==> src/rtl/is_uart_tx.sv <==
`default_nettype none
// ============================================================================
//  Module   : is_uart_tx
//  Brief    : UART transmitter, valid/ready word in, start/data/parity/stop out
//  Revision : 1.0 - initial release
// ============================================================================
module is_uart_tx #(
    parameter int CLK_FREQ_HZ = 100_000_000,
    parameter int BAUD        = 115200,
    parameter int DATA_W      = 8,
    parameter int PARITY_EN   = 0,
    parameter int PARITY_ODD  = 0,
    parameter int STOP_BITS   = 1
) (
    input  logic              clk_i,
    input  logic              rst_i,
    input  logic [DATA_W-1:0] tx_data_i,
    input  logic              tx_valid_i,
    output logic              tx_ready_o,
    output logic              tx_o,
    output logic              tx_busy_o,
    output logic              tx_done_o
);

    localparam int c_clks_per_bit = CLK_FREQ_HZ / BAUD;
    localparam int c_tmr_w        = (c_clks_per_bit > 2) ? $clog2(c_clks_per_bit) : 1;
    localparam int c_idx_w        = (DATA_W > 2) ? $clog2(DATA_W) : 1;

    localparam logic [c_tmr_w-1:0] c_last_tick = c_tmr_w'(c_clks_per_bit - 1);
    localparam logic [c_idx_w-1:0] c_last_idx  = c_idx_w'(DATA_W - 1);
    localparam logic               c_par_odd   = (PARITY_ODD != 0);

    generate
        if (c_clks_per_bit < 2) begin : g_err_clks_per_bit
            $error("is_uart_tx: CLK_FREQ_HZ / BAUD must be at least 2");
        end
        if (STOP_BITS != 1 && STOP_BITS != 2) begin : g_err_stop_bits
            $error("is_uart_tx: STOP_BITS must be 1 or 2");
        end
        if (DATA_W < 5 || DATA_W > 9) begin : g_err_data_w
            $error("is_uart_tx: DATA_W must be in 5..9");
        end
    endgenerate

    typedef enum logic [2:0] {
        S_IDLE   = 3'd0,
        S_START  = 3'd1,
        S_DATA   = 3'd2,
        S_PARITY = 3'd3,
        S_STOP   = 3'd4
    } state_t;

    state_t              r_state;
    logic [c_tmr_w-1:0]  r_timer;
    logic [c_idx_w-1:0]  r_idx;
    logic                r_stop_idx;
    logic [DATA_W-1:0]   r_shift;
    logic                r_parity;
    logic                r_tx;
    logic                r_ready;
    logic                r_done;
    logic                w_bit_end;

    assign w_bit_end = (r_timer == c_last_tick);

    always_ff @(posedge clk_i) begin
        if (rst_i) begin
            r_state    <= S_IDLE;
            r_timer    <= '0;
            r_idx      <= '0;
            r_stop_idx <= 1'b0;
            r_shift    <= '0;
            r_parity   <= 1'b0;
            r_tx       <= 1'b1;
            r_ready    <= 1'b1;
            r_done     <= 1'b0;
        end else begin
            r_done <= 1'b0;
            case (r_state)
                S_IDLE: begin
                    r_tx    <= 1'b1;
                    r_ready <= 1'b1;
                    if (tx_valid_i && r_ready) begin
                        r_shift    <= tx_data_i;
                        r_parity   <= (^tx_data_i) ^ c_par_odd;
                        r_timer    <= '0;
                        r_idx      <= '0;
                        r_stop_idx <= 1'b0;
                        r_tx       <= 1'b0;
                        r_ready    <= 1'b0;
                        r_state    <= S_START;
                    end
                end
                default: begin
                    if (w_bit_end) begin
                        r_timer <= '0;
                        case (r_state)
                            S_START: begin
                                r_tx    <= r_shift[0];
                                r_shift <= r_shift >> 1;
                                r_state <= S_DATA;
                            end
                            S_DATA: begin
                                if (r_idx == c_last_idx) begin
                                    if (PARITY_EN != 0) begin
                                        r_tx    <= r_parity;
                                        r_state <= S_PARITY;
                                    end else begin
                                        r_tx    <= 1'b1;
                                        r_state <= S_STOP;
                                    end
                                end else begin
                                    // shift register always holds the next bit in position 0
                                    r_idx   <= r_idx + c_idx_w'(1);
                                    r_tx    <= r_shift[0];
                                    r_shift <= r_shift >> 1;
                                end
                            end
                            S_PARITY: begin
                                r_tx    <= 1'b1;
                                r_state <= S_STOP;
                            end
                            S_STOP: begin
                                if (STOP_BITS == 2 && !r_stop_idx) begin
                                    r_stop_idx <= 1'b1;
                                end else begin
                                    r_state <= S_IDLE;
                                    r_ready <= 1'b1;
                                    r_done  <= 1'b1;
                                end
                            end
                            default: begin
                                r_state <= S_IDLE;
                                r_tx    <= 1'b1;
                                r_ready <= 1'b1;
                            end
                        endcase
                    end else begin
                        r_timer <= r_timer + c_tmr_w'(1);
                    end
                end
            endcase
        end
    end

    assign tx_o       = r_tx;
    assign tx_ready_o = r_ready;
    assign tx_busy_o  = ~r_ready;
    assign tx_done_o  = r_done;

endmodule
`default_nettype wire
==> config.mk <==
export PLATFORM = sky130hd
export DESIGN_NAME = is_uart_tx
export DESIGN_NICKNAME = d
export VERILOG_FILES = /design/src/rtl/is_uart_tx.sv
export SDC_FILE = /design/constraint.sdc
export NUM_CORES = 1
export LEC_CHECK = 0
export BUFFER_PORTS_ARGS = -buffer_cell sky130_fd_sc_hd__buf_2
export CORE_ASPECT_RATIO = 1.1
export CORE_MARGIN = 10
export CORE_UTILIZATION = 57
export CTS_CLUSTER_SIZE = 30
export DETAILED_ROUTE_END_ITERATION = 8
export GPL_TIMING_DRIVEN = 0
export HOLD_SLACK_MARGIN = 0.08
export PLACE_DENSITY = 0.82
export SLEW_MARGIN = 20
export SYNTH_ARGS = -nofsm -noshare
export SYNTH_HDL_FRONTEND = slang
export SYNTH_SLANG_ARGS = --single-unit
==> constraint.sdc <==
create_clock -name clk_i -period 2.79 [get_ports clk_i]
set_clock_uncertainty 0.2 [all_clocks]
set_input_delay 0.1395 -clock clk_i [delete_from_list [all_inputs] [get_ports clk_i]]
set_output_delay 0.1395 -clock clk_i [all_outputs]
set_load 0.02 [all_outputs]
==> qor.yml <==
outcome: "completed"
synth_nets: 181
tritoncts: "built"
die_w_um: 69.0
ir_drop_v: 0.000320
rsz0062_at_grt: "false"
hold_viol_final: 0
grt_use_met3: 0.0228
total_power_uw: 789
fin_hold_ws_ns: 0.285
fin_cells: 230
num_vias: 1374
cts_buffers: 3
grt_pass1_vias: 1269
syn_to_final_growth_pct: 18.1
final_area_um2: 1780
initial_core_util: 0.597
htreeDepth: 1
synth_area_per_cell_um2: 9.01
reg2reg_slack_ns: 0.06
fp.coreArea_um2: 2520
row_count: 19
max_freq_mhz: 366
dp.cells: 212
finalMaxSlewViolations: 0
cts_sinks: 27
ios: 15
netlist_area_um2: 1500
synth.most_common_cell: "dfxtp_1"
worstMarginPinSlew_ns: 0.470
place_hpwl_um: 2380
drtIter0Drc: 104
grt_start_max_net_pins: 15
fin_util: 0.705
min_delay_path_depth: 2
worstPathRequired_ns: 2.82
drc: 0
maxCapViolCount: 0
synthArstFlopShare: 0
fp.dieArea_um2: 5100
min_to: "r_idx[1]$_SDFFE_PP0P_"
synth_seq_cells: 27
leakagePower_nw: 0.731
hold_path_class: "reg2reg"
yosysTopAreaCell: "dfxtp_1"
portBuffers: 14
nets: 214
hp-start: "r_idx[1]$_SDFFE_PP0P_"
grt_overflow_total: 0
cts_max_path_buffers: 2
cp_max_fo: 6
grt_antenna_before_repair: 0
fin_crit_sh: 0.980
seq_area_frac_synth: 0.359
n_antenna_cell: 0
ys_types: 47
synthTopCellsByArea: "dfxtp_1 36%, mux2i_1 8.0%, mux2_2 6.0%, nor2_1 4.2%, a21oi_1 4.0%"
drive_gt1_frac: 0.216
grt_usage: 0.141
routedWlPerCell_um: 14.6
timing.rr.end: "r_shift[3]$_SDFFE_PP0P_"
powerDensity_nw_per_um2: 445
reg2regPathDepth: 6
grt.busiest_layer: "met2"
post-route-worst-setup-slack_ns: 0.0564
fillers: 203
yosys_most_used_dff: "dfxtp_1"
dpl_cell_area_um2: 1610
start_kind: "flip-flop"
post_drt_via_cell_ratio: 5.97
synth_cells: 167
ys_top_cells_by_count: "27 x dfxtp_1, 17 x nor2_1, 12 x a21oi_1, 12 x mux2i_1, 9 x nand2_1"
die_h_um: 73.9
met2_usage: 0.220
ant_nets: 0
endpoint_kind: "flip-flop"
tns_ns: 0
place_congestion: 0.834
grt_pass1_wl_um: 5690
yosys_warnings: 0
synth-edff-count: 0
rr_startpoint: "r_timer[0]$_SDFFE_PP0P_"
setup_violations: 0
first_pass_iters: 5
clock_latency_ns: 0.33
critPathKind: "reg2reg"
max_slew_margin: 0.685
clk_pin_slew_worst_paths_ns: 0.15
met1_usage: 0.182
critPathArrivalTime_ns: 2.76
root_buffer: "clkbuf_4"
dpl_worst_slack_ns: 0.523
min_period_ns: 2.73
synth_top_area_share: 0.359
detail_route.wirelength_um: 3360
==> area by class of cell <==
type | instances | area (µm²) | area share
sequential | 27 | 541 | 0.304
clock buffer | 4 | 26.3 | 0.0148
inverter | 2 | 7.51 | 0.00423
tap | 31 | 38.8 | 0.0218
timing repair buffer | 28 | 203 | 0.114
buffer | 9 | 37.5 | 0.0211
multi-input combinational | 129 | 922 | 0.519
==> placed cells by master (no fill, tap or decap), drive strengths merged, types with 2 or more instances in the layout <==
cell type	instances
nand2b	5
or3b	3
nand3b	4
o21ai	5
mux2	8
a31oi	2
a21oi	12
nand4b	2
nand3	7
and3	2
or3	2
nor2b	8
ha	3
buf	20
dfxtp	27
nand2	9
a32oi	2
clkbuf	10
nor3b	3
or2	2
and4	2
dlygate4sd3	11
nor2	18
nor3	3
inv	2
mux2i	12
==> worst max-delay path, cell delays in order, from the launching register on <==
cell           delay [ns]
dfxtp_1              0.42
ha_2                 0.24
and4bb_1             0.25
nand3_1              0.20
a221o_2              0.49
mux2_2               0.28
dlygate4sd3_1        0.55
==> worst max-delay path by stage <==
stage / from / end / cells past startpoint
6_report: r_timer[0]$_SDFFE_PP0P_ / r_shift[3]$_SDFFE_PP0P_ / 6
3_3_place_gp: r_timer[0]$_SDFFE_PP0P_ / r_shift[6]$_SDFFE_PP0P_ / 5
4_1_cts: r_idx[0]$_SDFFE_PP0P_ / r_shift[3]$_SDFFE_PP0P_ / 6
3_5_place_dp: r_idx[0]$_SDFFE_PP0P_ / r_shift[6]$_SDFFE_PP0P_ / 5
2_1_floorplan: r_idx[0]$_SDFFE_PP0P_ / r_shift[6]$_SDFFE_PP0P_ / 5
5_1_grt: r_timer[0]$_SDFFE_PP0P_ / r_shift[3]$_SDFFE_PP0P_ / 6
==> sequential cells by signal, indices dropped and copies added, names as in the netlist <==
register	flops
r_idx	3
r_shift	8
r_state	3
r_timer	10
tx_done_o	1
tx_o	1
tx_ready_o	1
==> report_power, final <==
group | total, mW | leakage, nW | switching [mW] | internal (mW)
registers | 0.424 | 0.219 | 0.0181 | 0.405
clock network | 0.171 | 0.0150 | 0.115 | 0.0561
logic | 0.195 | 0.497 | 0.101 | 0.0935
total | 0.789 | 0.731 | 0.234 | 0.555
==> per-layer routing <==
metal  vias up  wire [µm]  part of all wire
met4         0         48             0.014
met5         -          0                 0
met3         5        193             0.057
met2        44       1670              0.50
met1       652       1440              0.43
li1        673          -                 -
==> timing repair <==
action / 4_1_cts / 5_1_grt
endpoints found under the setup margin: 0 / 1
endpoints found under the hold margin: 13 / 0
setup buffers: 0 / 3
hold buffers: 11 / 0
gates resized for setup: 0 / 2
==> logic make-up after synthesis <==
kind of cell / Yosys count / share of synthesized area
and+or+nand+nor: 76 / 0.300
AOI/OAI and AO/OA: 30 / 0.146
DFF: 27 / 0.359
muxes: 20 / 0.140
buffers and inverters: 11 / 0.0299
adders and majority gates: 3 / 0.0250
No activity file was read; power rests on OpenSTA's default activity.
